===== src/rtl/mem_wb_stage.sv =====
// MEM + WB stage: accepts EX results, runs one load/store at a time on the dmem
// req/ack port, and produces a single-cycle register-file write pulse.
module mem_wb_stage #(
  parameter int D_WIDTH = 32,
  parameter int N_REGS  = 32,
  parameter int RF_SIZE = $clog2(N_REGS),
  parameter int TIMEOUT = 16
) (
  input  logic               clk,
  input  logic               rst,
  input  logic               ex_valid,
  input  logic [D_WIDTH-1:0] alu_result,
  input  logic [D_WIDTH-1:0] store_data,
  input  logic [RF_SIZE-1:0] rd,
  input  logic               reg_write,
  input  logic               mem_we,
  input  logic               mem_re,
  input  logic               mem_to_reg,
  output logic               stall,
  output logic               dmem_req,
  output logic               dmem_we,
  output logic [D_WIDTH-1:0] dmem_addr,
  output logic [D_WIDTH-1:0] dmem_wdata,
  input  logic               dmem_ack,
  input  logic [D_WIDTH-1:0] dmem_rdata,
  output logic               wb_we,
  output logic [RF_SIZE-1:0] wb_rd,
  output logic [D_WIDTH-1:0] wb_data,
  output logic               err_misalign,
  output logic               err_timeout
);

  localparam int CW = (TIMEOUT > 2) ? $clog2(TIMEOUT) : 1;
  localparam logic [CW-1:0] CNT_MAX = CW'(TIMEOUT - 1);

  typedef enum logic {IDLE, MEM} state_t;

  state_t             state_q, state_d;
  logic               req_q, req_d;
  logic               we_q, we_d;
  logic [D_WIDTH-1:0] addr_q, addr_d;
  logic [D_WIDTH-1:0] wdata_q, wdata_d;
  logic [RF_SIZE-1:0] rd_q, rd_d;
  logic               rw_q, rw_d;
  logic               m2r_q, m2r_d;
  logic [CW-1:0]      cnt_q, cnt_d;
  logic               wb_we_q, wb_we_d;
  logic [RF_SIZE-1:0] wb_rd_q, wb_rd_d;
  logic [D_WIDTH-1:0] wb_data_q, wb_data_d;
  logic               mis_q, mis_d;
  logic               tmo_q, tmo_d;

  always_comb begin
    state_d   = state_q;
    req_d     = req_q;
    we_d      = we_q;
    addr_d    = addr_q;
    wdata_d   = wdata_q;
    rd_d      = rd_q;
    rw_d      = rw_q;
    m2r_d     = m2r_q;
    cnt_d     = cnt_q;
    wb_we_d   = 1'b0;
    wb_rd_d   = wb_rd_q;
    wb_data_d = wb_data_q;
    mis_d     = 1'b0;
    tmo_d     = tmo_q;

    unique case (state_q)
      IDLE: begin
        if (ex_valid) begin
          if (!mem_we && !mem_re) begin
            wb_we_d   = reg_write && (rd != '0);
            wb_rd_d   = rd;
            wb_data_d = alu_result;
          end else if (alu_result[1:0] != 2'b00) begin
            mis_d = 1'b1;
          end else begin
            // A store wins when both mem_we and mem_re are set.
            state_d = MEM;
            req_d   = 1'b1;
            we_d    = mem_we;
            addr_d  = alu_result;
            wdata_d = store_data;
            rd_d    = rd;
            rw_d    = reg_write;
            m2r_d   = mem_to_reg;
            cnt_d   = '0;
          end
        end
      end
      MEM: begin
        // Ack has priority over the timeout expiring in the same cycle.
        if (dmem_ack) begin
          state_d = IDLE;
          req_d   = 1'b0;
          if (!we_q) begin
            wb_we_d   = rw_q && (rd_q != '0);
            wb_rd_d   = rd_q;
            wb_data_d = m2r_q ? dmem_rdata : addr_q;
          end
        end else if (cnt_q == CNT_MAX) begin
          state_d = IDLE;
          req_d   = 1'b0;
          tmo_d   = 1'b1;
        end else begin
          cnt_d = cnt_q + 1'b1;
        end
      end
      default: state_d = IDLE;
    endcase
  end

  always_ff @(posedge clk or posedge rst) begin
    if (rst) begin
      state_q   <= IDLE;
      req_q     <= 1'b0;
      we_q      <= 1'b0;
      addr_q    <= '0;
      wdata_q   <= '0;
      rd_q      <= '0;
      rw_q      <= 1'b0;
      m2r_q     <= 1'b0;
      cnt_q     <= '0;
      wb_we_q   <= 1'b0;
      wb_rd_q   <= '0;
      wb_data_q <= '0;
      mis_q     <= 1'b0;
      tmo_q     <= 1'b0;
    end else begin
      state_q   <= state_d;
      req_q     <= req_d;
      we_q      <= we_d;
      addr_q    <= addr_d;
      wdata_q   <= wdata_d;
      rd_q      <= rd_d;
      rw_q      <= rw_d;
      m2r_q     <= m2r_d;
      cnt_q     <= cnt_d;
      wb_we_q   <= wb_we_d;
      wb_rd_q   <= wb_rd_d;
      wb_data_q <= wb_data_d;
      mis_q     <= mis_d;
      tmo_q     <= tmo_d;
    end
  end

  assign stall        = (state_q == MEM);
  assign dmem_req     = req_q;
  assign dmem_we      = we_q;
  assign dmem_addr    = addr_q;
  assign dmem_wdata   = wdata_q;
  assign wb_we        = wb_we_q;
  assign wb_rd        = wb_rd_q;
  assign wb_data      = wb_data_q;
  assign err_misalign = mis_q;
  assign err_timeout  = tmo_q;

endmodule


===== config.mk =====
export PLATFORM = sky130hd
export DESIGN_NAME = mem_wb_stage
export DESIGN_NICKNAME = d
export VERILOG_FILES = /design/src/rtl/mem_wb_stage.sv
export SDC_FILE = /design/constraint.sdc
export NUM_CORES = 1
export LEC_CHECK = 0
export BUFFER_PORTS_ARGS = -buffer_cell sky130_fd_sc_hd__buf_2
export CORE_MARGIN = 5
export CORE_UTILIZATION = 45
export DETAILED_ROUTE_END_ITERATION = 10
export PLACE_DENSITY = 0.75
export SLEW_MARGIN = 10
export SYNTH_ARGS = -nofsm -noshare
export SYNTH_HDL_FRONTEND = slang
export SYNTH_SLANG_ARGS = --single-unit

===== constraint.sdc =====
create_clock -name clk -period 4 [get_ports clk]
set_input_delay 0.4 -clock clk [delete_from_list [all_inputs] [get_ports clk]]
set_output_delay 0.4 -clock clk [all_outputs]
set_load 0.005 [all_outputs]

==> reports/results.txt <==
outcome -> complete, no violations
Fin. Hold Viols -> 0
Max FO, Critical Path -> 21
number of routed nets with antenna violations -> 0
final worst-path cycle share -> 56.99%
Die X-Extent -> 118.6 microns
Worst Skew -> 0.006385 ns
Total Routing Usage GR -> 19.18%
fillers -> 891
Area after DPL -> 6480 sq um
worst slack at placement -> 1.514 ns
commonest non-fill, non-tap cell in the layout -> buf_2
Final setup violation count -> 0
Worst EP arrival -> 2.57 ns
initial antenna violation count -> 0
floorplan core area -> 11470 sq um
Cells after Synth -> 396
CTS Root Cell -> clkbuf_16
clock-pin slew on the worst setup and hold paths -> 0.06 ns
# rows -> 39
crit path capture type -> flip-flop
nets -> 721
Post-CTS Setup Inserts -> 0
leakage -> 3.555 nW
Area Overhead vs Synth -> 33.81%
Die Y -> 118.6 microns
max-slew violation count -> 0
routability-driven placement congestion ratio -> 0.7965
RSZ-0062 raised after global routing -> false
Skew-Pair Late Insertion Delay -> 0.41 ns
global-route wire length before repair -> 21740 microns
depth of the CTS H-tree -> 4
power after layout -> 0.004312 W
Fin Setup TNS -> 0 ns
TritonCTS buffer count -> 17
Post-CTS Hold Buffers -> 0
DR iter-0 viols -> 172
WP data required -> 4.29 ns
Ant. Diodes -> 0
measured slew at the worst slew-check pin -> 1.036 ns
via count -> 3876
Seq/Total Area, Yosys -> 55.65%
Power per Cell Area -> 607.3 nW/um^2
Cells after DPL -> 735
most frequent cells in the layout -> buf_2 (215), dfrtp_1 (116), mux2_1 (72)
Tmin final -> 2.280 ns
input/output buffers -> 215
Max Cap Viol -> 0
Syn Std Cell Area -> 5306 sq um
pin count of the biggest net entering global routing -> 92
slew margin rel. -> 30.91%
Syn. warnings -> 0
full die area -> 14060 sq um
CTS Sinks -> 118
initial core utilization -> 46.27%
reg-to-reg setup timing slack -> 1.72 ns
post-synthesis area per instance -> 13.40 sq um
vias in the first global route -> 4246
Critical Path Source Type -> flip-flop
DRC -> 0
Vias/cell -> 5.060
final instance area -> 7101 sq um
final setup margin -> 1.720 ns
final WL -> 13220 microns
Cell variety after synth -> 32
Overflow after GRT -> 0
share of post-route cells with drive strength above 1 -> 46.39%
Non-Filler Instances -> 766
CTS tree -> done
drt wl/cell -> 17.25 microns
register bit total from synthesis -> 118
dpl hpwl -> 9404 microns
Hold Crit Class -> in -> async
clock tree buffer depth -> 2
post-CTS resize count -> 0
Max Freq -> 438.7 MHz
Crit Path Class -> reg -> reg
1st-pass router iterations -> 4
IO Count -> 216
Worst IR Drop VDD -> 0.4114 mV
Synthesized Nets -> 506
==> where the power goes <==
part           switching [W]  leakage, nW  internal (W)
Sequential          0.000253         1.41       0.00152
Clock               0.000520        0.301       0.00106
Combinational       0.000390         1.85      0.000575
Total                0.00116         3.55       0.00315
==> cell usage after synthesis <==
library cell	number	area [sq um]
a32oi_2	1	16.27
or4b_1	1	10.01
buf_2	16	80.08
mux2i_1	37	370.4
a22o_1	1	8.760
buf_6	3	33.78
and2_1	2	12.51
nand3_2	1	10.01
nand3b_1	1	7.510
o2111ai_1	1	8.760
a41o_1	1	10.01
nand2_1	6	22.52
nor2_1	41	153.9
or3_1	1	6.260
nand2b_1	1	6.260
or4_1	2	15.01
or2_1	1	6.260
a21oi_1	38	190.2
and2b_2	1	8.760
mux2_4	30	450.4
nand3_1	6	30.03
inv_1	1	3.750
ha_1	1	12.51
a32o_1	1	10.01
dfrtp_1	118	2953
o21ai_1	2	10.01
nor2b_1	1	6.260
a31oi_1	1	6.260
clkbuf_1	5	18.77
mux2_1	72	810.8
inv_2	1	3.750
nor2b_4	1	13.76
==> state kept, by name (all words and copies together) (netlist names), 4 cells and up <==
| signal | cells |
|---|---|
| dmem_wdata | 32 |
| cnt_q | 4 |
| dmem_addr | 32 |
| wb_rd | 5 |
| wb_data | 32 |
| rd_q | 5 |
==> area by class of cell <==
type / instances / area (sq um) / share of cell area, %
multi-input cells: 252 / 2222 / 31.30
inverters: 2 / 12.51 / 0.1762
clock buffers: 23 / 498.0 / 7.013
repair buffers: 220 / 1114 / 15.68
flip-flops and latches: 118 / 2955 / 41.62
clock inverters: 8 / 120.1 / 1.692
well taps: 143 / 178.9 / 2.520
==> final timing paths <==
check	startpoint	end	cells past startpoint
max	stall$_DFF_PP0_	wb_data[30]$_DFFE_PP0P_	4
min	rst	dmem_wdata[20]$_DFFE_PP0P_	2
max reg2reg	stall$_DFF_PP0_	wb_data[30]$_DFFE_PP0P_	4
min reg2reg	err_timeout$_DFFE_PP0P_	err_timeout$_DFFE_PP0P_	1
max in group asynchronous	rst	dmem_addr[0]$_DFFE_PP0P_	3
min in group clk	store_data[11]	dmem_wdata[11]$_DFFE_PP0P_	2
==> through the flow <==
step	hold WS, ns	util (%)
4_1_cts	0.1842	61.90
5_1_grt	0.1801	61.92
2_1_floorplan	0.4602	-
6_report	0.1510	61.92
3_3_place_gp	0.4645	56.51
3_5_place_dp	0.4582	56.51
==> cells by family (layout without fill, tap and decap cells) <==
kind of cell,count (synthesis),in the layout,share of synthesized area [%]
mux,139,139,30.75
flops,118,118,55.65
simple gates,66,66,5.824
compound gates,46,46,4.905
buf+inv,26,253,2.641
fa+ha+maj,1,1,0.2358
==> critical path, stage by stage (launching register included) <==
cell	delay, ns
dfrtp_2	0.54
nor2b_4	0.27
a22o_2	0.57
buf_4	0.41
mux2_1	0.35
==> metal layers <==
| layer | vias up | routed length (microns) | track usage, % |
|---|---|---|---|
| li1 | 1831 | - | - |
| met1 | 1867 | 5441 | 23.08 |
| met2 | 160 | 6200 | 30.28 |
| met3 | 18 | 1316 | 9.026 |
| met4 | 0 | 259 | 6.733 |
| met5 | - | 0 | 0 |
No activity file was read; power rests on OpenSTA's default activity.
